`config.mk`:
```
export PLATFORM = sky130hd
export DESIGN_NAME = chain_index_gen
export DESIGN_NICKNAME = d
export VERILOG_FILES = /design/src/rtl/chain_index_gen.sv
export SDC_FILE = /design/constraint.sdc
export NUM_CORES = 1
export LEC_CHECK = 0
export BUFFER_PORTS_ARGS = -buffer_cell sky130_fd_sc_hd__buf_2
export CAP_MARGIN = 20
export CORE_MARGIN = 1
export CORE_UTILIZATION = 55
export DETAILED_ROUTE_END_ITERATION = 8
export PLACE_DENSITY = 0.76
export REMOVE_ABC_BUFFERS = 1
export SLEW_MARGIN = 20
export SYNTH_ARGS = -nofsm -noshare
export SYNTH_HDL_FRONTEND = slang
export SYNTH_SLANG_ARGS = --single-unit
```
`constraint.sdc`:
```
create_clock -name clk -period 5.5 [get_ports clk]
set_input_delay 0.55 -clock clk [delete_from_list [all_inputs] [get_ports clk]]
set_output_delay 0.55 -clock clk [all_outputs]
set_load 0.05 [all_outputs]
```
`src/rtl/chain_index_gen.sv`:
```
// chain_index_gen
// Walks the matrix-chain DP table in span order and emits one (i, j, k)
// read tuple per accepted cycle. On the last split of a cell it also raises
// rw with the cell's write address (iw, jw). An optional diagonal pass writes
// every (i, i) cell before the span walk.
//
// Ports:
//   clk, rst          clock, synchronous active-high reset
//   start             begin a walk (honoured only in IDLE)
//   matlen            chain length n, captured on an accepted start
//   init_diag         prefix the walk with the diagonal pass
//   ready             downstream accepts the current tuple
//   valid             ir/jr/kr/rw/iw/jw hold a tuple
//   ir, jr, kr        read row, column, split
//   rw, iw, jw        write strobe and write cell address
//   busy              walk in progress (INIT or RUN)
//   done              one-cycle pulse after the last tuple is accepted
//
// state | meaning
// IDLE  | waiting for start
// INIT  | diagonal pass, tuple (i,i,i) with write
// RUN   | span walk d=1..n-1, i=0..n-1-d, k=i..j-1
// DONE  | done pulse, back to IDLE next cycle
module chain_index_gen #(
  parameter int IDX_W = 8
) (
  input  logic             clk,
  input  logic             rst,
  input  logic             start,
  input  logic [IDX_W-1:0] matlen,
  input  logic             init_diag,
  input  logic             ready,
  output logic             valid,
  output logic [IDX_W-1:0] ir,
  output logic [IDX_W-1:0] jr,
  output logic [IDX_W-1:0] kr,
  output logic             rw,
  output logic [IDX_W-1:0] iw,
  output logic [IDX_W-1:0] jw,
  output logic             busy,
  output logic             done
);

  typedef enum logic [1:0] {IDLE, INIT, RUN, DONE} state_t;

  localparam logic [IDX_W-1:0] ONE = IDX_W'(1);
  localparam logic [IDX_W-1:0] TWO = IDX_W'(2);

  state_t           state;
  logic [IDX_W-1:0] n;
  logic [IDX_W-1:0] n_m1;
  logic [IDX_W-1:0] span;
  logic [IDX_W-1:0] k_next;
  logic             last_k;

  // j is never 0 in RUN, so jr-1 cannot wrap while it matters.
  assign n_m1   = n - ONE;
  assign span   = jr - ir;
  assign k_next = kr + ONE;
  assign last_k = (kr == (jr - ONE));

  always_ff @(posedge clk) begin
    if (rst) begin
      state <= IDLE;
      n     <= '0;
      valid <= 1'b0;
      rw    <= 1'b0;
      busy  <= 1'b0;
      done  <= 1'b0;
      ir    <= '0;
      jr    <= '0;
      kr    <= '0;
      iw    <= '0;
      jw    <= '0;
    end else begin
      case (state)
        IDLE: begin
          done <= 1'b0;
          if (start) begin
            n  <= matlen;
            ir <= '0;
            kr <= '0;
            iw <= '0;
            if (init_diag && (matlen != '0)) begin
              state <= INIT;
              valid <= 1'b1;
              busy  <= 1'b1;
              rw    <= 1'b1;
              jr    <= '0;
              jw    <= '0;
            end else if (matlen >= TWO) begin
              state <= RUN;
              valid <= 1'b1;
              busy  <= 1'b1;
              rw    <= 1'b1;
              jr    <= ONE;
              jw    <= ONE;
            end else begin
              state <= DONE;
              done  <= 1'b1;
            end
          end
        end

        INIT: begin
          if (ready) begin
            if (ir != n_m1) begin
              ir <= ir + ONE;
              jr <= ir + ONE;
              kr <= ir + ONE;
              iw <= ir + ONE;
              jw <= ir + ONE;
            end else if (n >= TWO) begin
              // First span-1 cell follows immediately, no bubble.
              state <= RUN;
              ir    <= '0;
              jr    <= ONE;
              kr    <= '0;
              rw    <= 1'b1;
              iw    <= '0;
              jw    <= ONE;
            end else begin
              state <= DONE;
              valid <= 1'b0;
              busy  <= 1'b0;
              rw    <= 1'b0;
              done  <= 1'b1;
            end
          end
        end

        RUN: begin
          if (ready) begin
            if (!last_k) begin
              kr <= k_next;
              if (k_next == (jr - ONE)) begin
                rw <= 1'b1;
                iw <= ir;
                jw <= jr;
              end else begin
                rw <= 1'b0;
              end
            end else if (jr != n_m1) begin
              // Next cell in the same span; a span-1 cell has a single split.
              ir <= ir + ONE;
              jr <= jr + ONE;
              kr <= ir + ONE;
              if (span == ONE) begin
                rw <= 1'b1;
                iw <= ir + ONE;
                jw <= jr + ONE;
              end else begin
                rw <= 1'b0;
              end
            end else if (ir == '0) begin
              state <= DONE;
              valid <= 1'b0;
              busy  <= 1'b0;
              rw    <= 1'b0;
              done  <= 1'b1;
            end else begin
              // Span d finished: restart at row 0 of span d+1 (d+1 >= 2).
              ir <= '0;
              jr <= span + ONE;
              kr <= '0;
              rw <= 1'b0;
            end
          end
        end

        DONE: begin
          done  <= 1'b0;
          state <= IDLE;
        end

        default: state <= IDLE;
      endcase
    end
  end

endmodule
```
* After elaboration in Yosys (flattened, before gate mapping)
Index checks and enable logic that the tools add are counted.
Word-level totals: flip-flop bits (word level) 53, input port bits 13, word-level logic and storage cells 134, output and inout port bits 44
Cells by class: reduce and logical (&&, ||, !) cells 15, $lt $le $gt $ge 2, multiplexer cells 77, add/subtract/negate cells 7, eq/ne operators 23
Operators with widths (number):
- $mux W8 | 30
- $pmux W8 S3 | 5
- $add A8 B1 Y8 const B | 4
- $mux W1 | 30
- $reduce_and A7 Y1 | 3
- $ne A3 B3 Y1 const B | 6
- $eq A8 B8 Y1 | 2
- $ge A8 B2 Y1 const B | 2
- $mux W2 | 8
- $ne A2 B2 Y1 const B | 8
- $ne A8 B8 Y1 | 2
- $reduce_and A8 Y1 | 2
- $sub A8 B1 Y8 const B | 2
- $reduce_and A6 Y1 | 2
- $reduce_and A10 Y1 | 1
- $reduce_and A9 Y1 | 1
- $eq A8 B1 Y1 const B | 1
- $logic_not A8 Y1 | 1
- $pmux W2 S4 | 1
- $reduce_bool A8 Y1 | 1
- $sub A8 B8 Y8 | 1
- $pmux W1 S3 | 2
- $eq A2 B2 Y1 const B | 2
- $ne A4 B4 Y1 const B | 1
- other kinds (6) | 6

* Longest topological paths before layout
Gate-level depths: netlist (run 1).
depth in word-level cells 7, gate-level depth with buffers 16

* Least setup slack after synthesis (run 1)
No wires, ideal clock.
kind register to register, start reg ir[2], end reg iw[2], buffers on the path 2, setup slack 2091 ps, setup time 88 ps, arrival 3322 ps, stages on the path, launching flop included 13, cell sequence dfxtp_1 -> clkbuf_1 -> inv_1 -> ha_1 -> and3b_1 -> o21a_1 -> or4_2 -> nand4_1 -> nor4b_4 -> o31ai_2 -> buf_6 -> nand3_1 -> o31ai_1
On the way: longest elaborated chain between the ends 6, elaborated cells between the ends (all ways) 15
Ends and longest elaborated chain:
- start, declared | line 34 | output logic [IDX_W-1:0] ir,
- start signal, assigned | line 108 | ir <= ir + ONE;
- start signal, assigned | line 145 | ir <= ir + ONE;
- $add A8 B1 Y8 | line 111, 150
- $mux W8 | line 148 | if (span == ONE) begin
- $mux W8 | line 143 | end else if (jr != n_m1) begin
- $mux W8 | line 134 | if (!last_k) begin
- $mux W8 | line 133 | if (ready) begin
- $pmux W8 S3 | line 76 | case (state)
- end signal, assigned | line 111 | iw <= ir + ONE;
- end signal, assigned | line 138 | iw <= ir;
- end signal, assigned | line 150 | iw <= ir + ONE;
- end, declared | line 38 | output logic [IDX_W-1:0] iw,
Parallel ways exist; a longest one is shown, timed or not. The select of a mux whose other input is x is not followed. A chain may end at the register's enable or synchronous reset.

* Final worst setup path (run 1)
start reg n[0], end reg iw[1]
On the way: longest elaborated chain between the ends 5, elaborated cells between the ends (all ways) 10
Ends and longest elaborated chain:
- start, declared | line 50 | logic [IDX_W-1:0] n;
- start signal, assigned | line 80 | n <= matlen;
- $sub A8 B1 Y8 | line 57 | assign n_m1 = n - ONE;
- $ne A8 B8 Y1 | line 107 | if (ir != n_m1) begin
- $mux W8 | line 107
- $mux W8 | line 106 | if (ready) begin
- $pmux W8 S3 | line 76
Parallel ways exist; a longest one is shown, timed or not. The select of a mux whose other input is x is not followed.

==> metrics.md, run 1 <==
| Metric | Value |
|---|---|
| Worst slew pin tran | `around 1.1 ns` |
| # IOs | `57` |
| PD cells | `between 300 and 400 nW/µm²` |
| GRT overflow | `0` |
| Post-CTS sizing | `0` |
| Worst Setup Start Kind | `flip-flop` |
| Worst-Skew Late Latency | `between 0.3 and 0.4 ns` |
| Crit share post-route | `72.2%` |
| Final TNS setup | `0 ns` |
| Synth Area per Inst | `7.84 µm²` |
| Clock sink total | `between 50 and 60` |
| Die extent in x | `just under 100 µm` |
| # hold bufs at CTS | `0` |
| Initial Util | `about 57%` |
| Worst Skew | `0.00694 ns` |
| Crit Path Class | `reg2reg` |
| Register-to-Register Path Depth | `10` |
| R2r startpoint | `n[0]` |
| Port Buffers | `56` |
| Nets | `692` |
| RSZ-0062 raised after global routing | `no` |
| Fmax | `between 200 and 300 MHz` |
| Initial antenna violation count | `0` |
| Post-synth top area cell | `dfxtp_1` |
| Post-route ant nets | `0` |
| Tmin final | `~4.0 ns` |
| Slew Viols, Final | `0` |
| Worst R2R Setup Slack | `between 1.5 and 2 ns` |
| Layout cells sized above 1 | `14.6%` |
| Critical Path AT | `between 4 and 5 ns` |
| Ant diodes | `0` |
| Commonest cells post-synth | `53 x dfxtp_1, 45 x nor2_1, 40 x nand2_1` |
| R2R Path End | `iw[1]` |
| Total CTS buffers | `5` |
| Cell Area, Synth | `just over 5000 µm²` |
| Netlist cell types | `a little under 90` |
| Slew headroom | `slightly below 30%` |
| Die H | `97.9 µm` |
| Asr flop ratio synth | `0%` |
| Cell Area, Placed | `just over 5000 µm²` |
| Top-count cell post-synth | `dfxtp_1` |
| Setup Viol. Count Final | `0` |
| Core area | `~8800 µm²` |
| Vias in the first global route | `around 4,700` |
| Postcts setup bufs | `0` |
| Clk buf depth | `2` |
| First-pass GRT wire length | `24.0 mm` |
| Cell count after synthesis | `645` |
| DRC marker count from the first detailed-route iteration | `~530` |
| Clock input transition at the sequential cells of the worst setup and hold paths | `0.10 ns` |
| Max Fanout on Critical Path | `16` |
| DP HPWL | `roughly 11 mm` |
| Total of max-cap violations | `0` |
| TritonRoute pass-1 iters | `7` |
| Wire per inst | `between 15 and 20 µm` |
| Layout fillers | `~810` |
| Primary FF master, synth | `dfxtp_1` |
| Peak VDD IR | `235 µV` |
| Die area | `roughly 9600 µm²` |
| Final hold violations | `0` |
| Area taken by flip-flops and latches | `~1100 µm²` |
| Multi-input logic area | `around 3600 µm²` |
| Pre-CTS WS | `approximately 1.6 ns` |
| Post-synth top area share | `21.0%` |
| Layout area overhead | `4.06%` |
| Critical path endpoint | `iw[1]` |
| Largest net degree at the start of global routing | `36` |
| GR Util All Layers | `30.7%` |
| Nature of the critical path endpoint | `flip-flop` |
| Failing checks | `DRC` |
| Setup WS post-layout | `around 1.5 ns` |
| Overall power | `between 0.0015 and 0.002 W` |
| Finished Cell Area | `between 5000 and 6000 µm²` |
| Outcome | `finished with violations` |
| Leakage | `between 2 and 2.5 nW` |
| Root buf cell | `clkbuf_8` |
| TritonCTS clock tree | `yes` |
| Gp weighted congestion | `0.951` |
| CP required | `around 5.7 ns` |
| Worst Hold Class | `reg2reg` |
| Worst Hold Slack | `~0.46 ns` |
| EDFF count, synth | `0` |
| # H-tree levels | `2` |
| Final WL | `around 14 mm` |
| Residual DRC | `1` |
| Total number of vias | `about 5,000` |
| Core Rows | `34` |
| Crit. Startpoint | `n[0]` |
| Routed vias/inst | `between 6 and 7` |
| Yosys reg bits | `53` |
| Synth warnings | `0` |
| Register area share after synthesis | `between 20% and 30%` |
| Synth area leaders | `dfxtp_1 21%, ha_1 5.4%, xnor2_1 5.4%, a21oi_1 3.9%, o2bb2ai_1 3.5%` |
[power by group]
group          internal [W]  total (W)  switching, W  leakage, nW
logic              0.000327   0.000989      0.000663         1.57
registers          0.000416   0.000470     0.0000533        0.429
clock network      0.000135   0.000274      0.000139       0.0546
[cell type report]
cell class                 count  share of cell area (%)
multi-input combinational    508                    67.6
sequential                    53                    20.2
timing repair buffer          56                    5.33
tap                          108                    2.57
inverter                      32                    2.28
clock buffer                   5                    1.31
clock inverter                 2                   0.737
[metrics by stage]
stage	instances	util, %
floorplan	593	-
global placement	757	58.5
detailed placement	757	58.5
CTS	764	59.7
global route	764	59.7
finish	764	59.7
[cells in the final DEF, fill, tap and decap left out, types with 7 or more instances in the layout]
master | netlist | final
ha_1 | 22 | 22
dfxtp_1 | 53 | 53
mux2i_1 | 11 | 11
o31ai_1 | 10 | 10
nor2_1 | 45 | 45
or4_1 | 7 | 7
and3_1 | 8 | 8
a21oi_1 | 39 | 39
o21ai_0 | 33 | 33
xnor2_1 | 31 | 31
or3_1 | 10 | 10
buf_2 | 6 | 56
nand2_1 | 40 | 40
nor3_1 | 27 | 27
nand3_1 | 31 | 31
xor2_1 | 19 | 19
and4_1 | 7 | 7
inv_1 | 31 | 31
o2bb2ai_1 | 20 | 20
[sequential cells by signal, summed over array words and instances (netlist names)]
register	flops
busy	1
done	1
ir	8
iw	8
jr	8
jw	8
kr	8
n	8
rw	1
state	2
[how the worst min path moves through the flow]
stage	slack [ns]	depth (start not counted)	endpoint	startpoint
after detailed placement	0.45	2	jw[5]	jw[5]
after global routing	0.49	2	jw[0]	jw[0]
after floorplan	0.49	2	n[7]	n[7]
final	0.46	2	jw[4]	jw[4]
after global placement	0.45	2	jw[7]	jw[7]
after CTS	0.47	2	jw[5]	jw[5]
[worst max-delay path, cell delays in order (launching register included)]
cell and delay (ns):
dfxtp_1 0.42, inv_1 0.12, ha_1 0.37, nor3b_1 0.47, xnor2_1 0.15, xnor2_1 0.21
nor4_4 0.73, nor4b_4 0.16, o31ai_2 0.91, a211oi_1 0.10, a31o_2 0.26
[routing by layer]
metal,GRT usage [%],vias up,wire length [µm]
met5,0,-,0
met4,10.0,0,324
met3,3.15,32,1270
met2,47.3,251,6350
met1,44.7,2349,6530
li1,-,2401,-
[cell families after synthesis]
group / share of synthesized area, %
adders and majority gates: 5.84
and+or+nand+nor: 25.3
xor gates and xnor gates: 9.11
AOI/OAI and AO/OA: 27.7
buffers and inverters: 8.66
muxes: 2.40
DFF: 21.0
Power figures use the tool's default switching activity.
==> run 2, diff against run 1 <==
--- a/config.mk
+++ b/config.mk
@@ -5,12 +5,13 @@
 export SDC_FILE = /design/constraint.sdc
 export NUM_CORES = 1
 export LEC_CHECK = 0
+export ABC_AREA = 1
 export BUFFER_PORTS_ARGS = -buffer_cell sky130_fd_sc_hd__buf_2
 export CAP_MARGIN = 20
 export CORE_MARGIN = 1
 export CORE_UTILIZATION = 55
 export DETAILED_ROUTE_END_ITERATION = 8
-export PLACE_DENSITY = 0.76
+export PLACE_DENSITY = 0.79
 export REMOVE_ABC_BUFFERS = 1
 export SLEW_MARGIN = 20
 export SYNTH_ARGS = -nofsm -noshare
==> constraint.sdc (replaced) <==
create_clock -name clk -period 3.6 [get_ports clk]
set_input_delay 0.36 -clock clk [delete_from_list [all_inputs] [get_ports clk]]
set_output_delay 0.36 -clock clk [all_outputs]
set_load 0.05 [all_outputs]
==> run 2 against run 1 <==
  * Maximum frequency is 26% higher
  * The run now ends clean
  * Flip-flop and latch count stayed put
  * Sequential power grew 73%
  * Critical path type unchanged
  * Worst setup slack worse by 1.1 ns
  * Wire length grew 20%
  * Clock skew up 0.0036 ns
  * Area after synthesis grew 2.1%
  * First-iteration DRC count increased by 0.56%
  * Highest routed layer unchanged
  * Global-route usage increased by 5.7 points
  * Non-clock buffer count is 12 higher
  * Clock power increased by 27%
==> metrics.md, run 2 <==
| Metric | Value |
|---|---|
| Post-CTS sizing | `0` |
| Core area | `slightly below 9000 µm²` |
| Total number of vias | `approximately 6,000` |
| Xor/xnor share of the synthesized area | `under 10%` |
| Cell Area, Synth | `a little over 5000 µm²` |
| Synth Area in Simple Gates | `roughly 50%` |
| Crit. Startpoint | `jr[0]` |
| Ant diodes | `0` |
| Largest net degree at the start of global routing | `35` |
| Adder-Cell Fraction of Synth Area | `about 5.7%` |
| Die extent in x | `~100 µm` |
| Die area | `about 9800 µm²` |
| Peak VDD IR | `609 µV` |
| Primary FF master, synth | `dfxtp_1` |
| Worst Setup Start Kind | `flip-flop` |
| Slew Viols, Final | `0` |
| Most common cell on crit path | `nor2_1` |
| Total of max-cap violations | `0` |
| Total CTS buffers | `5` |
| Tmin final | `roughly 3.2 ns` |
| Final TNS setup | `0 ns` |
| # H-tree levels | `2` |
| Post-synth top area cell | `dfxtp_1` |
| Clk buf depth | `2` |
| PD cells | `616 nW/µm²` |
| Post-synthesis compound-gate area fraction | `about a tenth` |
| Fmax | `between 300 and 400 MHz` |
| Initial Util | `58.0%` |
| Crit-path max cell delay | `0.49 ns` |
| R2r startpoint | `jr[0]` |
| Initial antenna violation count | `0` |
| Top-count cell post-synth | `nand2_1` |
| CP required | `3.86 ns` |
| TritonRoute pass-1 iters | `6` |
| HP Start | `matlen[7]` |
| Routed vias/inst | `slightly below 6` |
| Nature of the critical path endpoint | `flip-flop` |
| Commonest cells after routing, fill and taps aside | `277 x nand2_1, 129 x nand3_1, 95 x inv_1, 73 x nor2_1, 63 x a21oi_1` |
| Post-route ant nets | `0` |
| # IOs | `between 50 and 60` |
| Worst Skew | `around 0.011 ns` |
| Leakage | `~2.9 nW` |
| Postcts setup bufs | `0` |
| Nets | `roughly 960` |
| Register area share after synthesis | `approximately 21%` |
| Cell count after synthesis | `approximately 880` |
| # hold bufs at CTS | `0` |
| Wire per inst | `roughly 17 µm` |
| Outcome | `complete, no violations` |
| Final hold violations | `0` |
| Core Rows | `34` |
| CP max stage cell | `dfxtp_1` |
| Cell Area, Placed | `around 5500 µm²` |
| GR Util All Layers | `36.4%` |
| Largest family of logic cells by synthesized area | `simple AND/OR/NAND/NOR gates` |
| Post-synth top area share | `20.6%` |
| Layout cells sized above 1 | `between 10% and 20%` |
| Worst slew pin tran | `roughly 0.77 ns` |
| First-pass GRT wire length | `about 28 mm` |
| Root buf cell | `clkbuf_8` |
| Synth Area per Inst | `5.90 µm²` |
| EDFF count, synth | `0` |
| Most common cell after layout, fill and taps aside | `nand2_1` |
| DRC marker count from the first detailed-route iteration | `approximately 540` |
| Synth warnings | `0` |
| Crit path cell chain | `inv_2 > ha_1 > inv_1 > fa_1 > inv_1 > ha_1 > inv_1 > nor2_1 > nand3_1 > nor2_1 > nand3_1 > nor2_1 > nand3_1 > nand3_4 > nand3_4 > nand2_1 > nand2_1 > nor2_1` |
| Netlist cell types | `36` |
| Yosys reg bits | `between 50 and 60` |
| Critical Path AT | `~3.4 ns` |
| RSZ-0062 raised after global routing | `no` |
| Asr flop ratio synth | `0%` |
| Setup Viol. Count Final | `0` |
| Hold endpoint | `n[7]` |
| R2R Path End | `jw[0]` |
| Die H | `between 90 and 100 µm` |
| Residual DRC | `0` |
| Synth area leaders | `dfxtp_1 21%, nand2_1 20%, nand3_1 13%, inv_1 6.9%, a21oi_1 6.1%` |
| GRT overflow | `0` |
| Port Buffers | `56` |
| Vias in the first global route | `5,586` |
| Clock sink total | `53` |
| Commonest cells post-synth | `277 x nand2_1, 129 x nand3_1, 95 x inv_1` |
| Crit Path Class | `reg2reg` |
| Register-to-Register Path Depth | `18` |
| Worst R2R Setup Slack | `~0.45 ns` |
| CP delay by family, top | `simple AND/OR/NAND/NOR gates` |
| Worst hold stages | `3` |
| Slew headroom | `between 40 and 50%` |
| Worst-Skew Late Latency | `0.32 ns` |
| DP HPWL | `around 13 mm` |
| Layout area overhead | `8.46%` |
| Max Fanout on Critical Path | `16` |
| Post-synthesis mux area share | `0%` |
| Final WL | `~17 mm` |
| Finished Cell Area | `roughly 5600 µm²` |
| CP Buf/Inv Count | `4` |
| Worst Hold Class | `in2reg` |
| TritonCTS clock tree | `yes` |
| Crit share post-route | `roughly 88%` |
| Clock input transition at the sequential cells of the worst setup and hold paths | `around 0.10 ns` |
| Gp weighted congestion | `around 0.99` |
==> run 2: how the worst max path moves through the flow <==
| stage | to | cells after the start | slack, ns |
|---|---|---|---|
| 6_report | jw[0] | 18 | 0.45 |
| 5_1_grt | jw[2] | 18 | 0.26 |
| 4_1_cts | jw[0] | 18 | 0.52 |
| 3_5_place_dp | jw[1] | 17 | 0.54 |
| 3_3_place_gp | jw[2] | 17 | 0.72 |
| 2_1_floorplan | jw[0] | 14 | 0.42 |
==> run 2: layer usage <==
metal | GRT usage [%] | share of wire [%] | vias to the layer above | routed length (µm)
met4 | 14.4 | 3.5 | 0 | 600
met1 | 46.2 | 42 | 2729 | 7290
li1 | - | - | 2916 | -
met5 | 0 | 0 | - | 0
met3 | 5.11 | 8.2 | 53 | 1420
met2 | 62.3 | 46 | 319 | 8000
==> run 2: logic make-up after synthesis <==
logic type | count (synthesis)
simple gates | 547
xor+xnor | 26
fa+ha+maj | 23
flops | 53
compound gates | 99
buf+inv | 127
==> run 2: worst reg2reg max path: cells and delay by family (launching register included) <==
kind | cells | cell delay, ns
adders and majority gates | 3 | 0.79
buffers and inverters | 4 | 0.38
DFF | 1 | 0.49
and+or+nand+nor | 11 | 1.43
==> run 2: stage by stage <==
step           setup slack [ns]  instances  power (W)  hold slack, ns  utilization [%]
2_1_floorplan             0.419        848    0.00255           0.429                -
3_3_place_gp              0.718       1024    0.00302           0.451             62.0
3_5_place_dp              0.538       1024    0.00308           0.455             62.0
4_1_cts                   0.524       1031    0.00341           0.328             62.9
5_1_grt                   0.263       1031    0.00372           0.358             62.9
6_report                  0.445       1031    0.00345           0.327             62.9
==> run 2: cell type report <==
cell class	instances	area (µm²)
Multi-Input combinational cell	695	3570
Inverter	100	375
Clock buffer	6	72.6
Fill cell	874	3290
Timing Repair Buffer	68	370
Clock inverter	1	8.76
Sequential cell	53	1060
Tap cell	108	135
==> run 2: where the power goes <==
part / internal (W) / leakage, nW / switching [W]
Combinational: 0.000624 / 2.40 / 0.00166
Clock: 0.000136 / 0.0412 / 0.000211
Sequential: 0.000720 / 0.433 / 0.0000925
Total: 0.00148 / 2.88 / 0.00197
==> run 3, diff against run 2 <==
--- a/config.mk
+++ b/config.mk
@@ -6,12 +6,12 @@
 export NUM_CORES = 1
 export LEC_CHECK = 0
 export ABC_AREA = 1
-export BUFFER_PORTS_ARGS = -buffer_cell sky130_fd_sc_hd__buf_2
 export CAP_MARGIN = 20
 export CORE_MARGIN = 1
 export CORE_UTILIZATION = 55
 export DETAILED_ROUTE_END_ITERATION = 8
-export PLACE_DENSITY = 0.79
+export DONT_BUFFER_PORTS = 1
+export PLACE_DENSITY = 0.73
 export REMOVE_ABC_BUFFERS = 1
 export SLEW_MARGIN = 20
 export SYNTH_ARGS = -nofsm -noshare
==> run 3 against run 2 <==
  * Global-route usage is 0.60 points lower
  * Combinational power is 19% lower
  * Critical endpoint is now jr[4]
  * Sequential power is 41% higher
  * Non-clock buffer count is 42 lower
  * Via count is 2.3% lower
==> metrics.md, run 3 (synthesis results as in run 2) <==
| Metric | Value |
|---|---|
| Ant diodes | `0` |
| Slew Viols, Final | `0` |
| Part of the power in the clock network | `between 10% and 20%` |
| Final TNS setup | `0 ns` |
| Root buf cell | `clkbuf_8` |
| First-pass GRT wire length | `~27 mm` |
| Hold endpoint | `jr[1]` |
| Worst-Skew Late Latency | `around 0.33 ns` |
| Post-CTS sizing | `0` |
| Core Rows | `34` |
| Die H | `approximately 99 µm` |
| Port Buffers | `0` |
| HP Start | `rst` |
| RSZ-0062 raised after global routing | `no` |
| Vias in the first global route | `~5,400` |
| Final WL | `approximately 17 mm` |
| # hold bufs at CTS | `0` |
| Total CTS buffers | `5` |
| Gp weighted congestion | `approximately 1.0` |
| Crit-path max cell delay | `0.71 ns` |
| Residual DRC | `0` |
| GRT overflow | `0` |
| Routed vias/inst | `~5.9` |
| Crit. Startpoint | `jr[3]` |
| TritonCTS clock tree | `yes` |
| Worst Setup Start Kind | `flip-flop` |
| Nature of the critical path endpoint | `flip-flop` |
| Outcome | `complete, no violations` |
| Fmax | `approximately 320 MHz` |
| Largest net degree at the start of global routing | `35` |
| Layout cells sized above 1 | `8.62%` |
| Slew headroom | `about a third` |
| Worst Skew | `0.0182 ns` |
| Critical Path AT | `~3.4 ns` |
| Cell Count, Final, Fillers Out | `990` |
| GR Util All Layers | `a little over a third` |
| Layout area overhead | `5.33%` |
| Comb power frac | `approximately 55%` |
| Register-to-Register Path Depth | `12` |
| Flop pwr share | `33.9%` |
| TritonRoute pass-1 iters | `5` |
| # H-tree levels | `2` |
| Tmin final | `3.17 ns` |
| Clock input transition at the sequential cells of the worst setup and hold paths | `around 0.12 ns` |
| Core area | `slightly below 9000 µm²` |
| Die extent in x | `between 90 and 100 µm` |
| Post-route ant nets | `0` |
| Crit Path Class | `reg2reg` |
| Worst hold stages | `1` |
| Clock sink total | `53` |
| Worst Hold Class | `in2reg` |
| Cell Area, Placed | `roughly 5300 µm²` |
| Peak VDD IR | `around 640 µV` |
| Initial antenna violation count | `0` |
| Wire per inst | `between 15 and 20 µm` |
| Leakage | `approximately 2.7 nW` |
| Crit share post-route | `roughly nine tenths` |
| R2r startpoint | `jr[3]` |
| Sw Ratio | `58.3%` |
| Initial Util | `about three fifths` |
| Sw power | `0.00198 W` |
| DRC marker count from the first detailed-route iteration | `467` |
| Placed cells | `between 900 and 1,000` |
| Worst R2R Setup Slack | `around 0.43 ns` |
| Commonest cells after routing, fill and taps aside | `277 x nand2_1, 129 x nand3_1, 95 x inv_1, 73 x nor2_1, 63 x a21oi_1` |
| CP max stage cell | `dfxtp_1` |
| Most common cell after layout, fill and taps aside | `nand2_1` |
| Int Pwr | `0.00142 W` |
| PD cells | `625 nW/µm²` |
| Setup Viol. Count Final | `0` |
| Most common cell on crit path | `nand2_2` |
| Total number of vias | `between 5,000 and 6,000` |
| Clk buf depth | `2` |
| DP HPWL | `roughly 13 mm` |
| Finished Cell Area | `approximately 5400 µm²` |
| Max Fanout on Critical Path | `25` |
| Nets | `approximately 900` |
| Crit path cell chain | `inv_1 > nand3_1 > nand2_2 > nand2_2 > nand2_2 > nor3_4 > nand2_4 > nand2_4 > nand3_4 > nor2_8 > nand3_1 > a21oi_1` |
| CP required | `between 3 and 4 ns` |
| Worst slew pin tran | `just under 1 ns` |
| Layout fillers | `just over 900` |
| # IOs | `between 50 and 60` |
| Postcts setup bufs | `0` |
| R2R Path End | `jr[4]` |
| Total of max-cap violations | `0` |
| Die area | `between 9000 and 10,000 µm²` |
| Final hold violations | `0` |
-- run 3: per-stage QoR --
stage               worst slack (ns)  util [%]  hold slack, ns  total power, W
floorplan                      0.419         -           0.429         0.00255
global placement               0.661      60.1           0.435         0.00293
detailed placement             0.549      60.1           0.435         0.00299
CTS                            0.547      61.1          0.0762         0.00336
global route                   0.333      61.1          0.0669         0.00365
finish                         0.431      61.1          0.0844         0.00340
-- run 3: layer usage --
layer  GRT usage (%)  share of wire, %  vias up  wire, µm
met5               0                 0        -         0
met2            57.8                45      286      7870
met4            15.6               3.4        0       599
met1            47.3                43     2714      7490
li1                -                 -     2831         -
met3            5.53               8.4       50      1460
-- run 3: worst max-delay path by stage --
stage / to / slack, ns / depth (start not counted)
2_1_floorplan: jw[0] / 0.42 / 14
3_3_place_gp: jr[3] / 0.66 / 12
3_5_place_dp: jr[0] / 0.55 / 13
4_1_cts: jr[3] / 0.55 / 12
5_1_grt: jr[3] / 0.33 / 12
6_report: jr[4] / 0.43 / 12
-- run 3: critical path: cells and delay by family, from the launching register on --
kind	cells	cell delay, ns
and+or+nand+nor	10	1.89
DFF	1	0.71
AOI/OAI and AO/OA	1	0.19
buffers and inverters	1	0.28
-- run 3: final cells by class --
type	instances	area [µm²]	share of cell area, %
Timing Repair Buffer	26	195	3.59
Tap cell	108	135	2.49
Inverter	100	375	6.91
Multi-Input combinational cell	695	3570	65.7
Clock buffer	5	68.8	1.27
Clock inverter	3	26.3	0.483
Sequential cell	53	1060	19.5
-- run 3: power by group through the flow --
stage | combinational [W] | clock (W) | sequential, W
after floorplan | 0.00137 | 0 | 0.00118
after global placement | 0.00177 | 0 | 0.00116
after detailed placement | 0.00182 | 0 | 0.00117
after CTS | 0.00183 | 0.000382 | 0.00115
after global routing | 0.00208 | 0.000405 | 0.00117
final | 0.00186 | 0.000381 | 0.00115
